<file path="config.mk">
export PLATFORM = sky130hd
export DESIGN_NAME = spi_byte_master_flat
export DESIGN_NICKNAME = d
export VERILOG_FILES = /design/src/rtl/spi_byte_master_if.sv /design/src/rtl/spi_byte_master.sv /design/src/flat_wrapper.sv
export SDC_FILE = /design/constraint.sdc
export NUM_CORES = 1
export LEC_CHECK = 0
export ABC_AREA = 0
export ABC_CLOCK_PERIOD_IN_PS = 3100
export BUFFER_PORTS_ARGS = -buffer_cell sky130_fd_sc_hd__buf_2
export CORE_ASPECT_RATIO = 1.5
export CORE_MARGIN = 2
export CORE_UTILIZATION = 56
export DETAILED_ROUTE_END_ITERATION = 12
export GPL_TIMING_DRIVEN = 0
export PLACE_DENSITY = 0.85
export RECOVER_POWER = 25
export SLEW_MARGIN = 25
export SYNTH_ARGS = -nofsm -noshare
export SYNTH_HDL_FRONTEND = slang
export SYNTH_SLANG_ARGS = --single-unit
</file>
<file path="constraint.sdc">
create_clock -name clk_sys -period 3.1 [get_ports clk_sys]
set_clock_uncertainty 0.1 [all_clocks]
set_input_delay 0 -clock clk_sys [delete_from_list [all_inputs] [get_ports clk_sys]]
set_output_delay 0 -clock clk_sys [all_outputs]
set_load 0.01 [all_outputs]
</file>
<file path="src/rtl/spi_byte_master_if.sv">
// Byte-request and SPI pin bundle for spi_byte_master.
// Handshake: a byte is accepted in a cycle where tx_valid and tx_ready are both 1; rx_valid is a one-cycle strobe with no ready.
interface spi_byte_master_if #(
  parameter int DIV_W = 8
);
  logic [DIV_W-1:0] div;
  logic             cs_en;
  logic             tx_valid;
  logic             tx_ready;
  logic [7:0]       tx_data;
  logic             rx_valid;
  logic [7:0]       rx_data;
  logic             busy;
  logic             sck;
  logic             mosi;
  logic             miso;
  logic             ss;

  // slave: the byte engine; master: its user plus the card on miso
  modport slave (
    input  div, cs_en, tx_valid, tx_data, miso,
    output tx_ready, rx_valid, rx_data, busy, sck, mosi, ss
  );

  modport master (
    output div, cs_en, tx_valid, tx_data, miso,
    input  tx_ready, rx_valid, rx_data, busy, sck, mosi, ss
  );
endinterface

</file>
<file path="src/rtl/spi_byte_master.sv">
// SPI mode-0 byte initiator: shifts one byte out on mosi MSB first while capturing miso.
// SCK high and low phases each last div+1 clk_sys cycles; div is captured with the byte.
module spi_byte_master #(
  parameter int DIV_W = 8
) (
  input  logic             clk_sys,
  input  logic             hard_reset_n,
  spi_byte_master_if.slave bus,
  output logic [1:0]       fsm_state
);

  localparam logic [1:0] ST_IDLE = 2'd0;
  localparam logic [1:0] ST_LOW  = 2'd1;
  localparam logic [1:0] ST_HIGH = 2'd2;
  localparam logic [1:0] ST_DONE = 2'd3;

  logic [1:0]       state;
  logic [DIV_W-1:0] div_r;
  logic [DIV_W-1:0] half_cnt;
  logic [7:0]       shift;
  logic [2:0]       bit_cnt;
  logic             sck_r;
  logic             mosi_r;
  logic             ss_r;
  logic             rx_valid_r;
  logic [7:0]       rx_data_r;

  always_ff @(posedge clk_sys or negedge hard_reset_n) begin
    if (!hard_reset_n) begin
      state      <= ST_IDLE;
      div_r      <= '0;
      half_cnt   <= '0;
      shift      <= '0;
      bit_cnt    <= '0;
      sck_r      <= 1'b0;
      mosi_r     <= 1'b1;
      ss_r       <= 1'b1;
      rx_valid_r <= 1'b0;
      rx_data_r  <= '0;
    end else begin
      rx_valid_r <= 1'b0;
      case (state)
        ST_IDLE: begin
          // card select follows cs_en only between bytes
          ss_r <= ~bus.cs_en;
          if (bus.tx_valid) begin
            shift    <= bus.tx_data;
            mosi_r   <= bus.tx_data[7];
            div_r    <= bus.div;
            half_cnt <= bus.div;
            bit_cnt  <= 3'd7;
            state    <= ST_LOW;
          end
        end
        ST_LOW: begin
          if (half_cnt == '0) begin
            // miso is captured on the same clk_sys edge that raises sck
            sck_r    <= 1'b1;
            shift    <= {shift[6:0], bus.miso};
            half_cnt <= div_r;
            state    <= ST_HIGH;
          end else begin
            half_cnt <= half_cnt - DIV_W'(1);
          end
        end
        ST_HIGH: begin
          if (half_cnt == '0) begin
            sck_r    <= 1'b0;
            half_cnt <= div_r;
            if (bit_cnt != 3'd0) begin
              bit_cnt <= bit_cnt - 3'd1;
              mosi_r  <= shift[7];
              state   <= ST_LOW;
            end else begin
              rx_data_r  <= shift;
              rx_valid_r <= 1'b1;
              mosi_r     <= 1'b1;
              state      <= ST_DONE;
            end
          end else begin
            half_cnt <= half_cnt - DIV_W'(1);
          end
        end
        default: begin
          mosi_r <= 1'b1;
          state  <= ST_IDLE;
        end
      endcase
    end
  end

  assign bus.tx_ready = (state == ST_IDLE);
  assign bus.busy     = (state != ST_IDLE);
  assign bus.rx_valid = rx_valid_r;
  assign bus.rx_data  = rx_data_r;
  assign bus.sck      = sck_r;
  assign bus.mosi     = mosi_r;
  assign bus.ss       = ss_r;
  assign fsm_state    = state;

endmodule

</file>
<file path="src/flat_wrapper.sv">
// flat-port wrapper written by rule: the top's interface ports become plain ports
module spi_byte_master_flat 
#(
  parameter int DIV_W = 8
)
  (clk_sys, hard_reset_n, fsm_state, bus_div, bus_cs_en, bus_tx_valid, bus_tx_data, bus_miso, bus_tx_ready, bus_rx_valid, bus_rx_data, bus_busy, bus_sck, bus_mosi, bus_ss);
  spi_byte_master_if #(.DIV_W(DIV_W)) bus_i ();
  input  logic clk_sys;
  input  logic hard_reset_n;
  output logic [1:0] fsm_state;
  input wire logic [$bits(bus_i.div)-1:0] bus_div;
  input wire logic [$bits(bus_i.cs_en)-1:0] bus_cs_en;
  input wire logic [$bits(bus_i.tx_valid)-1:0] bus_tx_valid;
  input wire logic [$bits(bus_i.tx_data)-1:0] bus_tx_data;
  input wire logic [$bits(bus_i.miso)-1:0] bus_miso;
  output wire logic [$bits(bus_i.tx_ready)-1:0] bus_tx_ready;
  output wire logic [$bits(bus_i.rx_valid)-1:0] bus_rx_valid;
  output wire logic [$bits(bus_i.rx_data)-1:0] bus_rx_data;
  output wire logic [$bits(bus_i.busy)-1:0] bus_busy;
  output wire logic [$bits(bus_i.sck)-1:0] bus_sck;
  output wire logic [$bits(bus_i.mosi)-1:0] bus_mosi;
  output wire logic [$bits(bus_i.ss)-1:0] bus_ss;
  assign bus_i.div = bus_div;
  assign bus_i.cs_en = bus_cs_en;
  assign bus_i.tx_valid = bus_tx_valid;
  assign bus_i.tx_data = bus_tx_data;
  assign bus_i.miso = bus_miso;
  assign bus_tx_ready = bus_i.tx_ready;
  assign bus_rx_valid = bus_i.rx_valid;
  assign bus_rx_data = bus_i.rx_data;
  assign bus_busy = bus_i.busy;
  assign bus_sck = bus_i.sck;
  assign bus_mosi = bus_i.mosi;
  assign bus_ss = bus_i.ss;
  spi_byte_master #(.DIV_W(DIV_W)) u_core (.clk_sys(clk_sys), .hard_reset_n(hard_reset_n), .bus(bus_i), .fsm_state(fsm_state));
endmodule
</file>
==> results of run 1 <==
==> routing by layer <==
metal	GRT usage [%]	vias to the layer above	part of all wire [%]	wire, um
li1	-	867	-	-
met1	26.9	904	36	1980
met2	47.7	73	55	3020
met3	4.94	16	4.9	270
met4	14.1	0	3.7	203
met5	0	-	0	0
==> cell usage in the layout, fill, tap and decap left out, types with 2 or more instances in the layout <==
cell type,count
a21oi_1,9
a221oi_1,2
a22oi_1,3
a31oi_1,4
a41oi_1,2
and3_1,4
buf_2,37
clkbuf_1,10
clkbuf_8,6
dfrtp_1,39
dfstp_2,2
dlygate4sd3_1,19
ha_1,7
inv_1,11
mux2_2,33
mux2i_1,4
nand2_1,5
nand2b_1,2
nand3_1,4
nand3b_1,2
nor2_1,12
nor2b_1,2
nor3_1,6
o21ai_0,12
o22ai_1,2
or3_1,5
==> final cells by class <==
class,instances,area (um2)
buffer,11,45.0
clock buffer,7,86.3
clock inverter,1,30.0
fill,287,1100
inverter,11,41.3
multi-input combinational,141,1100
sequential,41,1030
tap,45,56.3
timing repair buffer,54,364
==> power breakdown <==
part	internal [W]	leakage, nW	switching, W	total (W)
clock network	0.000263	0.0585	0.000188	0.000451
logic	0.000604	0.726	0.000737	0.00134
registers	0.000750	0.495	0.000160	0.000911
total	0.00162	1.28	0.00109	0.00270
==> what timing repair did <==
item,4_1_cts,5_1_grt
hold endpoints to repair,61,0
gates resized for setup,0,0
hold buffers,19,0
==> stage by stage <==
stage	cell area, um2	total power, W	setup slack (ps)
floorplan	2210	0.00186	717
global placement	2450	0.00216	555
detailed placement	2450	0.00220	506
CTS	2750	0.00268	447
global route	2750	0.00288	319
finish	2750	0.00270	433
==> logic make-up (layout without fill, tap and decap cells) <==
logic type                 Yosys count  in the layout  synth area share (%)
DFF                                 41             41                  46.4
adders and majority gates            7              7                  3.95
buffers and inverters               22             84                  3.90
muxes                               38             38                  19.1
and+or+nand+nor                     51             51                  12.6
xor gates and xnor gates             2              2                 0.791
AOI/OAI and AO/OA                   43             43                  13.2
==> worst max-delay path: cells and delay by family (launching register included) <==
family | cells | cell delay, ps
buffers and inverters | 3 | 1120
adder cells (fa/ha/maj) | 1 | 270
multiplexers | 2 | 660
flip-flops | 1 | 400
==> worst max-delay path by stage <==
stage / from / to / slack, ps
finish: u_core.fsm_state[1] / u_core.shift[0] / 430
global route: u_core.half_cnt[0] / u_core.shift[1] / 320
CTS: u_core.fsm_state[1] / u_core.shift[0] / 450
detailed placement: u_core.half_cnt[1] / u_core.shift[5] / 510
global placement: u_core.half_cnt[0] / u_core.shift[0] / 550
floorplan: u_core.half_cnt[0] / u_core.shift[0] / 720
==> state kept, by name, summed over array words and instances, names as in the netlist <==
name / flops
u_core.bit_cnt: 3
u_core.bus.ss: 1
u_core.bus.rx_valid: 1
u_core.half_cnt: 8
u_core.fsm_state: 2
u_core.shift: 8
u_core.div_r: 8
u_core.bus.sck: 1
u_core.bus.mosi: 1
u_core.bus.rx_data: 8
==> impl_metrics.toml, run 1 <==
[status]
status = "finished, violations left"
violations = "max-capacitance violations, max-slew violations"

[timing]
setup_viol = 0
clock.fmax_mhz = 375
tightest_slew_ps = 2230
fin_crit_ps = 2670
rsz0062_at_grt = "false"
finalSetupTns_ps = 0
final-hold-violation-count = 0
slew_violations = 42
slew_headroom_pct = -48.4
fin_crit_sh_pct = 86.0
holdWs_ps = 120

[power]
power_density_nw_per_um2 = 982
ir_drop_v = 0.000692
leakagePower_nw = 1.28

[detailed_routing]
drc = 0
antenna_left = 0
routed_wl_um = 5480
routed_via_density = 5.98
wire_per_inst_um = 17.6
firstDrtPassIters = 4
num_vias = 1860
drt_iter0_drc = 50

[setup_path]
rrSetupSlack_ps = 430
path_max_fanout = 10
crit_chain = "inv_1 -> ha_1 -> clkbuf_1 -> mux2_2 -> dlygate4sd3_1 -> mux2_2"
cp-end-kind = "flop"
rr_worst_depth = 6
worstSetupStartpointType = "flop"
crit_type = "reg -> reg"
slowest_stage = "dlygate4sd3_1"
r2r_start = "u_core.fsm_state[1]"
crit_path_frequent_cell = "mux2_2"
cp.arrival_ps = 2750
cpPeakStageDelay_ps = 550
timing.rr.end = "u_core.shift[0]"
required_ps = 3180

[global_route]
grt_pass1_wl_um = 8630
grt-ovfl-total = 0
grt_max_degree = 42
grt_usage_pct = 25.6
antenna_found_initial = 0
grt_pass1_vias = 1843

[final_layout]
fin_cells = 311
antenna_cells = 0
area_growth_pct = 24.2
fin_nets = 293
drive_above_1_share_pct = 31.6
final_core_util_pct = 71.4

[synthesis]
synth.net_count = 232
synth_warnings = 0
netlist.area_leader.share_pct = 44.1
syn_area_um2 = 2210
synth-edff-count = 0
yosysSeqAreaShare_pct = 46.4
synthFlopType = "dfrtp_1"
yosys.area.top_type = "dfrtp_1"
async_flop_share_pct = 100
syn_avg_cell_area_um2 = 10.9
synthTopCellsByCount = "dfrtp_1, mux2_2, nor2_1, o21ai_0, inv_1"
synthTopCellsByArea = "dfrtp_1, mux2_2, ha_1"
yosysMostFrequentCell = "dfrtp_1"
syn_inst = 204
ys_ff_latch = 41
synth_cell_types = 45

[hold_path]
worstHoldPathCells = 3
min_to = "u_core.half_cnt[5]"
hold_path_class = "in -> reg"
hold_start = "bus_tx_valid"

[cts]
cts_buffers = 5
cts-root-buf = "clkbuf_8"
cts_sinks = 41
htreeDepth = 2
post_cts_buffers = 0
tritoncts = "built"
cts_max_path_buffers = 2
insertion_delay_ps = 300
path_clk_slew_ps = 80

[floorplanning]
die_area_um2 = 4480
die_h_um = 81.0
ios = 37
core_um2 = 3850
rows = 28
initial_core_util_pct = 57.5
die_x_um = 55.3

[placed_design]
place.gp.congestion = 0.871
dpl.cell_count = 284
dp_hpwl_um = 3590
port_buffers = 35

[run]
drv_cap = 1
Power figures use the tool's default switching activity.
==> inputs of run 2 (changes only) <==
--- a/config.mk
+++ b/config.mk
@@ -6,14 +6,12 @@
 export NUM_CORES = 1
 export LEC_CHECK = 0
 export ABC_AREA = 0
-export ABC_CLOCK_PERIOD_IN_PS = 3100
 export BUFFER_PORTS_ARGS = -buffer_cell sky130_fd_sc_hd__buf_2
 export CORE_ASPECT_RATIO = 1.5
-export CORE_MARGIN = 2
-export CORE_UTILIZATION = 56
+export CORE_UTILIZATION = 45
 export DETAILED_ROUTE_END_ITERATION = 12
 export GPL_TIMING_DRIVEN = 0
-export PLACE_DENSITY = 0.85
+export PLACE_DENSITY = 0.72
 export RECOVER_POWER = 25
 export SLEW_MARGIN = 25
 export SYNTH_ARGS = -nofsm -noshare
==> run 2 against run 1 <==
  * Via count decreased by 2.4%
  * Critical path type unchanged
  * The run still ends with max-capacitance violations, max-slew violations left
  * Count of clock-buffer cells in the layout decreased by 2
  * Register-to-register slack about the same
==> impl_metrics.toml, run 2 (synthesis gave the netlist of run 1 again) <==
[status]
status = "finished, violations left"
violations = "max-capacitance violations, max-slew violations"

[timing]
holdWs_ps = 82.2
clock.fmax_mhz = 374
fin_crit_sh_pct = 86.3
fin_crit_ps = 2680
finalSetupTns_ps = 0
slew_violations = 42
rsz0062_at_grt = "false"
slew_headroom_pct = -49.0
tightest_slew_ps = 2230
setup_viol = 0
final-hold-violation-count = 0

[final_layout]
area_growth_pct = 26.3
drive_above_1_share_pct = 32.0
fin_nets = 293
fin_cells = 330
final_cell_mix = "dfrtp_1, buf_2, mux2_2"
antenna_cells = 0
num-fill-cells = 409
final_common_cell = "dfrtp_1"

[floorplanning]
die_h_um = 87.9
die_x_um = 59.3
rows = 30
ios = 37
initial_core_util_pct = 48.0
die_area_um2 = 5210
core_um2 = 4620

[setup_path]
worstSetupStartpointType = "flop"
crit_type = "reg -> reg"
cp.arrival_ps = 2770
cpPeakStageDelay_ps = 560
crit_chain = "inv_1 -> ha_1 -> clkbuf_1 -> mux2_2 -> dlygate4sd3_1 -> mux2_2"
crit_path_frequent_cell = "mux2_2"
slowest_stage = "dlygate4sd3_1"
cp-end-kind = "flop"
path_max_fanout = 10
required_ps = 3200

[power]
p_comb_share_pct = 48.1
seqPwrFrac_pct = 32.7
p_clk_share_pct = 19.2
power.share.switching_pct = 39.3
p_int_w = 0.00168
ir_drop_v = 0.000504
leakagePower_nw = 1.29
p_sw_w = 0.00109
power_density_nw_per_um2 = 987

[global_route]
grt-ovfl-total = 0
grt_pass1_vias = 1842
grt_usage_pct = 22.2
grt_pass1_wl_um = 8630
antenna_found_initial = 0
grt_max_degree = 42

[cts]
cts_resized = 0
cts_buffers = 5
cts_max_path_buffers = 2
tritoncts = "built"
cts_sinks = 41
insertion_delay_ps = 310
cts-root-buf = "clkbuf_8"
path_clk_slew_ps = 90
htreeDepth = 2

[run]
drv_cap = 1

[detailed_routing]
routed_wl_um = 5180
drc = 0
num_vias = 1815
antenna_left = 0
drt_iter0_drc = 65
firstDrtPassIters = 4
routed_via_density = 5.50
wire_per_inst_um = 15.7

[hold_path]
hold_path_class = "in -> reg"

[placed_design]
port_buffers = 35
dp_hpwl_um = 3410
dpl.cell_count = 303
place.gp.congestion = 0.866
-- run 2: worst max-delay path, delay by kind of cell (launching register included) --
kind,cells,cell delay (ps)
buffers and inverters,3,1130
adder cells (fa/ha/maj),1,290
flip-flops,1,400
multiplexers,2,650
-- run 2: cell type report --
class | instances | area [um2] | area share (%)
flip-flops and latches | 41 | 1030 | 36.8
repair buffers | 54 | 364 | 13.0
plain buffers | 11 | 45.0 | 1.61
clock buffers | 5 | 68.8 | 2.46
clock inverters | 3 | 68.8 | 2.46
multi-input cells | 141 | 1100 | 39.3
well taps | 64 | 80.1 | 2.86
inverters | 11 | 41.3 | 1.48
-- run 2: per-stage QoR --
stage	util [%]	instance area, um2	worst slack (ps)	total power, W
after global routing	60.6	2800	282	0.00296
after detailed placement	53.5	2470	529	0.00220
after floorplan	-	2210	717	0.00186
after global placement	53.5	2470	566	0.00217
after CTS	60.6	2800	420	0.00277
final	60.6	2800	424	0.00276
-- run 2: path summary, 6_finish.rpt --
path                                  endpoint           startpoint  cells after the start  slack [ps]
max reg2reg                    u_core.shift[0]  u_core.fsm_state[1]                      6         420
max in group asynchronous  u_core.fsm_state[0]         hard_reset_n                      2         830
max                            u_core.shift[0]  u_core.fsm_state[1]                      6         420
min reg2reg                      u_core.bus.ss        u_core.bus.ss                      2         410
min in group asynchronous   u_core.half_cnt[6]         hard_reset_n                      2         790
min                         u_core.half_cnt[5]         bus_tx_valid                      3          80
-- run 2: metal layers --
layer / track usage (%) / up-vias / part of all wire (%)
met5: 0 / - / 0
met1: 25.2 / 891 / 42
met3: 3.84 / 10 / 3.4
li1: - / 864 / -
met2: 40.2 / 50 / 52
met4: 9.09 / 0 / 2.2
-- run 2: timing repair --
action / in CTS / in global routing
endpoints found under the hold margin: 61 / 0
hold buffers: 19 / 0
buffers inserted: 0 / 0
-- run 2: power groups by stage --
stage | clock [W] | sequential [W] | combinational, W
final | 0.000530 | 0.000902 | 0.00133
after global routing | 0.000561 | 0.000927 | 0.00148
after CTS | 0.000539 | 0.000897 | 0.00133
after detailed placement | 0 | 0.000907 | 0.00129
after global placement | 0 | 0.000901 | 0.00126
after floorplan | 0 | 0.000881 | 0.000983
